## src/rtl/mem_port_arbiter.sv

```systemverilog
// Arbitrates the unified single-ported memory between instruction fetch and the
// load/store path; load/store has priority, bounded by a fetch starvation counter.
module mem_port_arbiter #(
    parameter int unsigned ADDR_W   = 32,
    parameter int unsigned DATA_W   = 32,
    parameter int unsigned MAX_WAIT = 4
) (
    input  logic              clk,
    input  logic              rst_n,

    input  logic              if_req,
    input  logic [ADDR_W-1:0] if_addr,
    output logic              if_gnt,
    output logic              if_rvalid,
    output logic [DATA_W-1:0] if_rdata,

    input  logic              ls_req,
    input  logic              ls_we,
    input  logic [ADDR_W-1:0] ls_addr,
    input  logic [DATA_W-1:0] ls_wdata,
    output logic              ls_gnt,
    output logic              ls_rvalid,
    output logic [DATA_W-1:0] ls_rdata,

    output logic              mem_req,
    output logic              mem_we,
    output logic [ADDR_W-1:0] mem_addr,
    output logic [DATA_W-1:0] mem_wdata,
    input  logic              mem_ready,
    input  logic              mem_rvalid,
    input  logic [DATA_W-1:0] mem_rdata,

    output logic              busy
);

    localparam int unsigned     CNT_W   = $clog2(MAX_WAIT + 1);
    localparam logic [CNT_W-1:0] CNT_MAX = CNT_W'(MAX_WAIT);

    typedef enum logic [1:0] {
        ST_IDLE,
        ST_ISSUE,
        ST_WAIT
    } state_e;

    typedef enum logic {
        OWN_IF,
        OWN_LS
    } owner_e;

    state_e             state_q, state_d;
    owner_e             owner_q, owner_d;
    logic [CNT_W-1:0]   starve_cnt_q, starve_cnt_d;
    logic [ADDR_W-1:0]  addr_q, addr_d;
    logic [DATA_W-1:0]  wdata_q, wdata_d;
    logic               we_q, we_d;
    logic               ls_win;

    assign ls_win = ls_req && (!if_req || (starve_cnt_q < CNT_MAX));

    always_ff @(posedge clk or negedge rst_n) begin
        if (!rst_n) begin
            state_q      <= ST_IDLE;
            owner_q      <= OWN_IF;
            starve_cnt_q <= '0;
            addr_q       <= '0;
            wdata_q      <= '0;
            we_q         <= 1'b0;
        end else begin
            state_q      <= state_d;
            owner_q      <= owner_d;
            starve_cnt_q <= starve_cnt_d;
            addr_q       <= addr_d;
            wdata_q      <= wdata_d;
            we_q         <= we_d;
        end
    end

    always_comb begin
        state_d      = state_q;
        owner_d      = owner_q;
        starve_cnt_d = starve_cnt_q;
        addr_d       = addr_q;
        wdata_d      = wdata_q;
        we_d         = we_q;

        if_gnt    = 1'b0;
        if_rvalid = 1'b0;
        if_rdata  = '0;
        ls_gnt    = 1'b0;
        ls_rvalid = 1'b0;
        ls_rdata  = '0;
        mem_req   = 1'b0;
        mem_we    = 1'b0;
        mem_addr  = '0;
        mem_wdata = '0;
        busy      = (state_q != ST_IDLE);

        case (state_q)
            ST_IDLE: begin
                if (ls_win) begin
                    ls_gnt  = 1'b1;
                    owner_d = OWN_LS;
                    addr_d  = ls_addr;
                    wdata_d = ls_wdata;
                    we_d    = ls_we;
                    state_d = ST_ISSUE;
                    // LS can only beat a pending fetch while below CNT_MAX, so
                    // the increment never overflows the saturation point.
                    starve_cnt_d = if_req ? starve_cnt_q + 1'b1 : '0;
                end else if (if_req) begin
                    if_gnt       = 1'b1;
                    owner_d      = OWN_IF;
                    addr_d       = if_addr;
                    wdata_d      = '0;
                    we_d         = 1'b0;
                    starve_cnt_d = '0;
                    state_d      = ST_ISSUE;
                end
            end

            ST_ISSUE: begin
                mem_req   = 1'b1;
                mem_we    = we_q;
                mem_addr  = addr_q;
                mem_wdata = wdata_q;
                if (mem_ready) begin
                    if (we_q) begin
                        ls_rvalid = 1'b1;
                        state_d   = ST_IDLE;
                    end else begin
                        state_d = ST_WAIT;
                    end
                end
            end

            ST_WAIT: begin
                if (mem_rvalid) begin
                    if (owner_q == OWN_LS) begin
                        ls_rvalid = 1'b1;
                        ls_rdata  = mem_rdata;
                    end else begin
                        if_rvalid = 1'b1;
                        if_rdata  = mem_rdata;
                    end
                    state_d = ST_IDLE;
                end
            end

            default: state_d = ST_IDLE;
        endcase
    end

endmodule

```

## config.mk

```make
export PLATFORM = sky130hd
export DESIGN_NAME = mem_port_arbiter
export DESIGN_NICKNAME = d
export VERILOG_FILES = /design/src/rtl/mem_port_arbiter.sv
export SDC_FILE = /design/constraint.sdc
export NUM_CORES = 1
export LEC_CHECK = 0
export ABC_CLOCK_PERIOD_IN_PS = 2600
export CORE_MARGIN = 4
export CORE_UTILIZATION = 39
export CTS_CLUSTER_SIZE = 14
export DETAILED_ROUTE_END_ITERATION = 8
export PLACE_DENSITY = 0.88
export SYNTH_ARGS = -nofsm -noshare
export SYNTH_HDL_FRONTEND = slang
export SYNTH_SLANG_ARGS = --single-unit
```

## constraint.sdc

```tcl
create_clock -name clk -period 2.6 [get_ports clk]
set_clock_uncertainty 0.15 [all_clocks]
set_input_delay 0.52 -clock clk [delete_from_list [all_inputs] [get_ports clk]]
set_output_delay 0.52 -clock clk [all_outputs]
set_load 0.01 [all_outputs]
```

==> flow_metrics.tcl <==
set metrics [dict create \
    routedWlPerCell_um 17.7 \
    drive_above_1_share_pct 8.43 \
    grt_remaining_overflow 0 \
    ctsRootBufferMaster "clkbuf_8" \
    tritoncts "done" \
    ys_ff_latch 71 \
    leakage_nw 4.00 \
    core.rowCount 36 \
    rsz0062_at_grt "yes" \
    syn_nets 571 \
    combPwrFrac_pct 55.8 \
    placed_cell_area_um2 6770 \
    worstPathArrival_ns 1.92 \
    slew_violations 0 \
    worstPathMaxFanout 23 \
    timing.rr.end "wdata_q[31]" \
    portBuffers 269 \
    worstSkewPairLatency_ns 0.33 \
    drt_iter0_markers 237 \
    ys_warn_count 0 \
    initial_core_util_pct 40.0 \
    cts.path.max_buffers 2 \
    drc_errors 0 \
    ctsHoldBuffers 0 \
    die_x_um 108 \
    nets 837 \
    synth.distinct_cells 31 \
    fillers 728 \
    final_common_cell "clkdlybuf4s50_1" \
    die_h_um 108 \
    path_class "reg2out" \
    regToRegSetupSlack_ns 0.81 \
    reg2reg_from "state_q[1]" \
    grt_max_degree 72 \
    numCtsBuffers 9 \
    pwr-share-seq_pct 31.9 \
    final_cell_area_um2 7110 \
    grt_pass1_wl_um 22200 \
    slew-limit-headroom_pct 40.0 \
    vias 4192 \
    required_ns 1.93 \
    via_per_inst 5.02 \
    cap_violations 0 \
    grt_pass1_vias 4341 \
    p_per_area_nw_per_um2 859 \
    utilization_pct 72.7 \
    dieArea_um2 11700 \
    fin_crit_sh_pct 99.5 \
    worst_slew_pin_slew_ns 0.900 \
    core-area_um2 9770 \
    track_usage_pct 24.1 \
    clkTransAtPathRegs_ns 0.07 \
    hpwl_um 10900 \
    worst_slack_ns 0.0124 \
    num_io_pins 270 \
    avgSynthCellArea_um2 9.08 \
    antenna_found_initial 1 \
    p_int_mw 3.82 \
    status "finished clean" \
    setup.worst_path.end_class "output pin" \
    period_needed_ns 2.59 \
    power.share.clock_pct 12.3 \
    seq_area_frac_synth_pct 45.5 \
    setup_viol 0 \
    hold_path_class "in2async" \
    ant_nets 0 \
    reg2regPathDepth 6 \
    crit_end "mem_addr[15]" \
    synth_area_um2 3900 \
    dpl_worst_slack_ns -0.182 \
    hold_viol_final 0 \
    worst_setup_path_start_kind "register" \
    cts.sinks 71 \
    final_cell_mix "141 x clkdlybuf4s50_1, 128 x and2_1, 70 x dfrtp_1" \
    syn_inst 430 \
    switching_share_pct 37.4 \
    hold-worst-slack_ns 0.161 \
    wirelength_um 14800 \
    ir_drop_mv 0.537 \
    startpoint "state_q[1]" \
    routabilityCongestion 0.862 \
    p_switching_mw 2.29 \
    cts_max_level 3 \
    fmax_mhz 386 \
    area_growth_pct 82.0 \
    firstDrtPassIters 4 \
    p_total_mw 6.11 \
]
cell usage after synthesis (all sizes together):
library cell / n / area share, %
and4b: 1 / 0.26
a22o: 35 / 7.8
mux2i: 1 / 0.26
o211ai: 1 / 0.19
o21a: 1 / 0.19
nor3b: 1 / 0.19
inv: 4 / 0.38
o32a: 1 / 0.26
o21ai: 1 / 0.13
and3b: 1 / 0.22
a21bo: 1 / 0.26
nand2: 33 / 3.2
a2bb2oi: 1 / 0.38
a21boi: 1 / 0.29
buf: 21 / 3.4
nor2: 35 / 3.8
and3: 1 / 0.16
nor2b: 3 / 0.48
clkbuf: 13 / 1.2
a21o: 1 / 0.19
nand2b: 1 / 0.16
dfrtp: 71 / 45
a21oi: 65 / 8.3
and2: 128 / 21
nor3: 1 / 0.13
a211oi: 1 / 0.19
ha: 6 / 1.9
worst max-delay path, cell delays in order, from the launching register on:
cell,delay [ns]
dfrtp_1,0.41
inv_2,0.12
ha_4,0.21
buf_12,0.16
and2_1,0.13
clkdlybuf4s50_1,0.55
sequential cells by signal (all words and copies together), names as in the netlist:
name / cells
state_q: 2
we_q: 1
wdata_q: 32
addr_q: 32
owner_q: 1
starve_cnt_q: 3
routing by layer:
metal	vias to the layer above	routed length (um)	global-route usage [%]
met5	-	0	0
met4	0	564	12.2
met3	35	1140	5.67
met2	196	7930	44.6
met1	2002	5150	25.4
li1	1959	-	-
worst min path at each step:
| stage | startpoint | to |
|---|---|---|
| floorplan | rst_n | addr_q[0] |
| CTS | rst_n | addr_q[17] |
| global route | rst_n | addr_q[17] |
| global placement | wdata_q[18] | wdata_q[18] |
| finish | rst_n | addr_q[14] |
| detailed placement | wdata_q[3] | wdata_q[3] |
area by class of cell:
cell class                 instances  area, um2  area share, %
sequential                        71       1780           25.0
clock buffer                      14        153           2.15
antenna                            2       5.00         0.0704
tap                              133        166           2.34
clock inverter                     1       5.00         0.0704
timing repair buffer             289       3010           42.3
inverter                           4       15.0          0.211
multi-input combinational        321       1980           27.8
timing repair:
item / 4_1_cts / 5_1_grt
pin swaps: 1 / 0
resized for setup: 122 / 51
cloned: 1 / 1
setup endpoints to repair: 132 / 67
setup buffers: 0 / 2
cell families (layout without fill, tap and decap cells):
family | after synthesis | after routing | synth area share (%)
other | 0 | 2 | 0
AOI/OAI and AO/OA | 109 | 109 | 18.3
muxes | 1 | 1 | 0.256
and+or+nand+nor | 205 | 205 | 29.1
adders and majority gates | 6 | 6 | 1.92
buffers and inverters | 38 | 308 | 5.00
DFF | 71 | 71 | 45.5
power groups by stage:
| stage | clock [mW] | sequential (mW) | combinational, mW |
|---|---|---|---|
| final | 0.752 | 1.95 | 3.41 |
| after global routing | 0.820 | 2.00 | 3.69 |
| after CTS | 0.770 | 1.94 | 3.39 |
| after detailed placement | 0 | 1.94 | 3.43 |
| after global placement | 0 | 1.90 | 3.35 |
| after floorplan | 0 | 1.85 | 1.78 |
through the flow:
| step | cells | setup TNS [ns] |
|---|---|---|
| after floorplan | 430 | 0 |
| after global placement | 814 | -8.31 |
| after detailed placement | 814 | -10.41 |
| after CTS | 830 | -0.0334 |
| after global routing | 834 | -0.989 |
| final | 835 | 0 |
No activity file was read; power rests on OpenSTA's default activity.
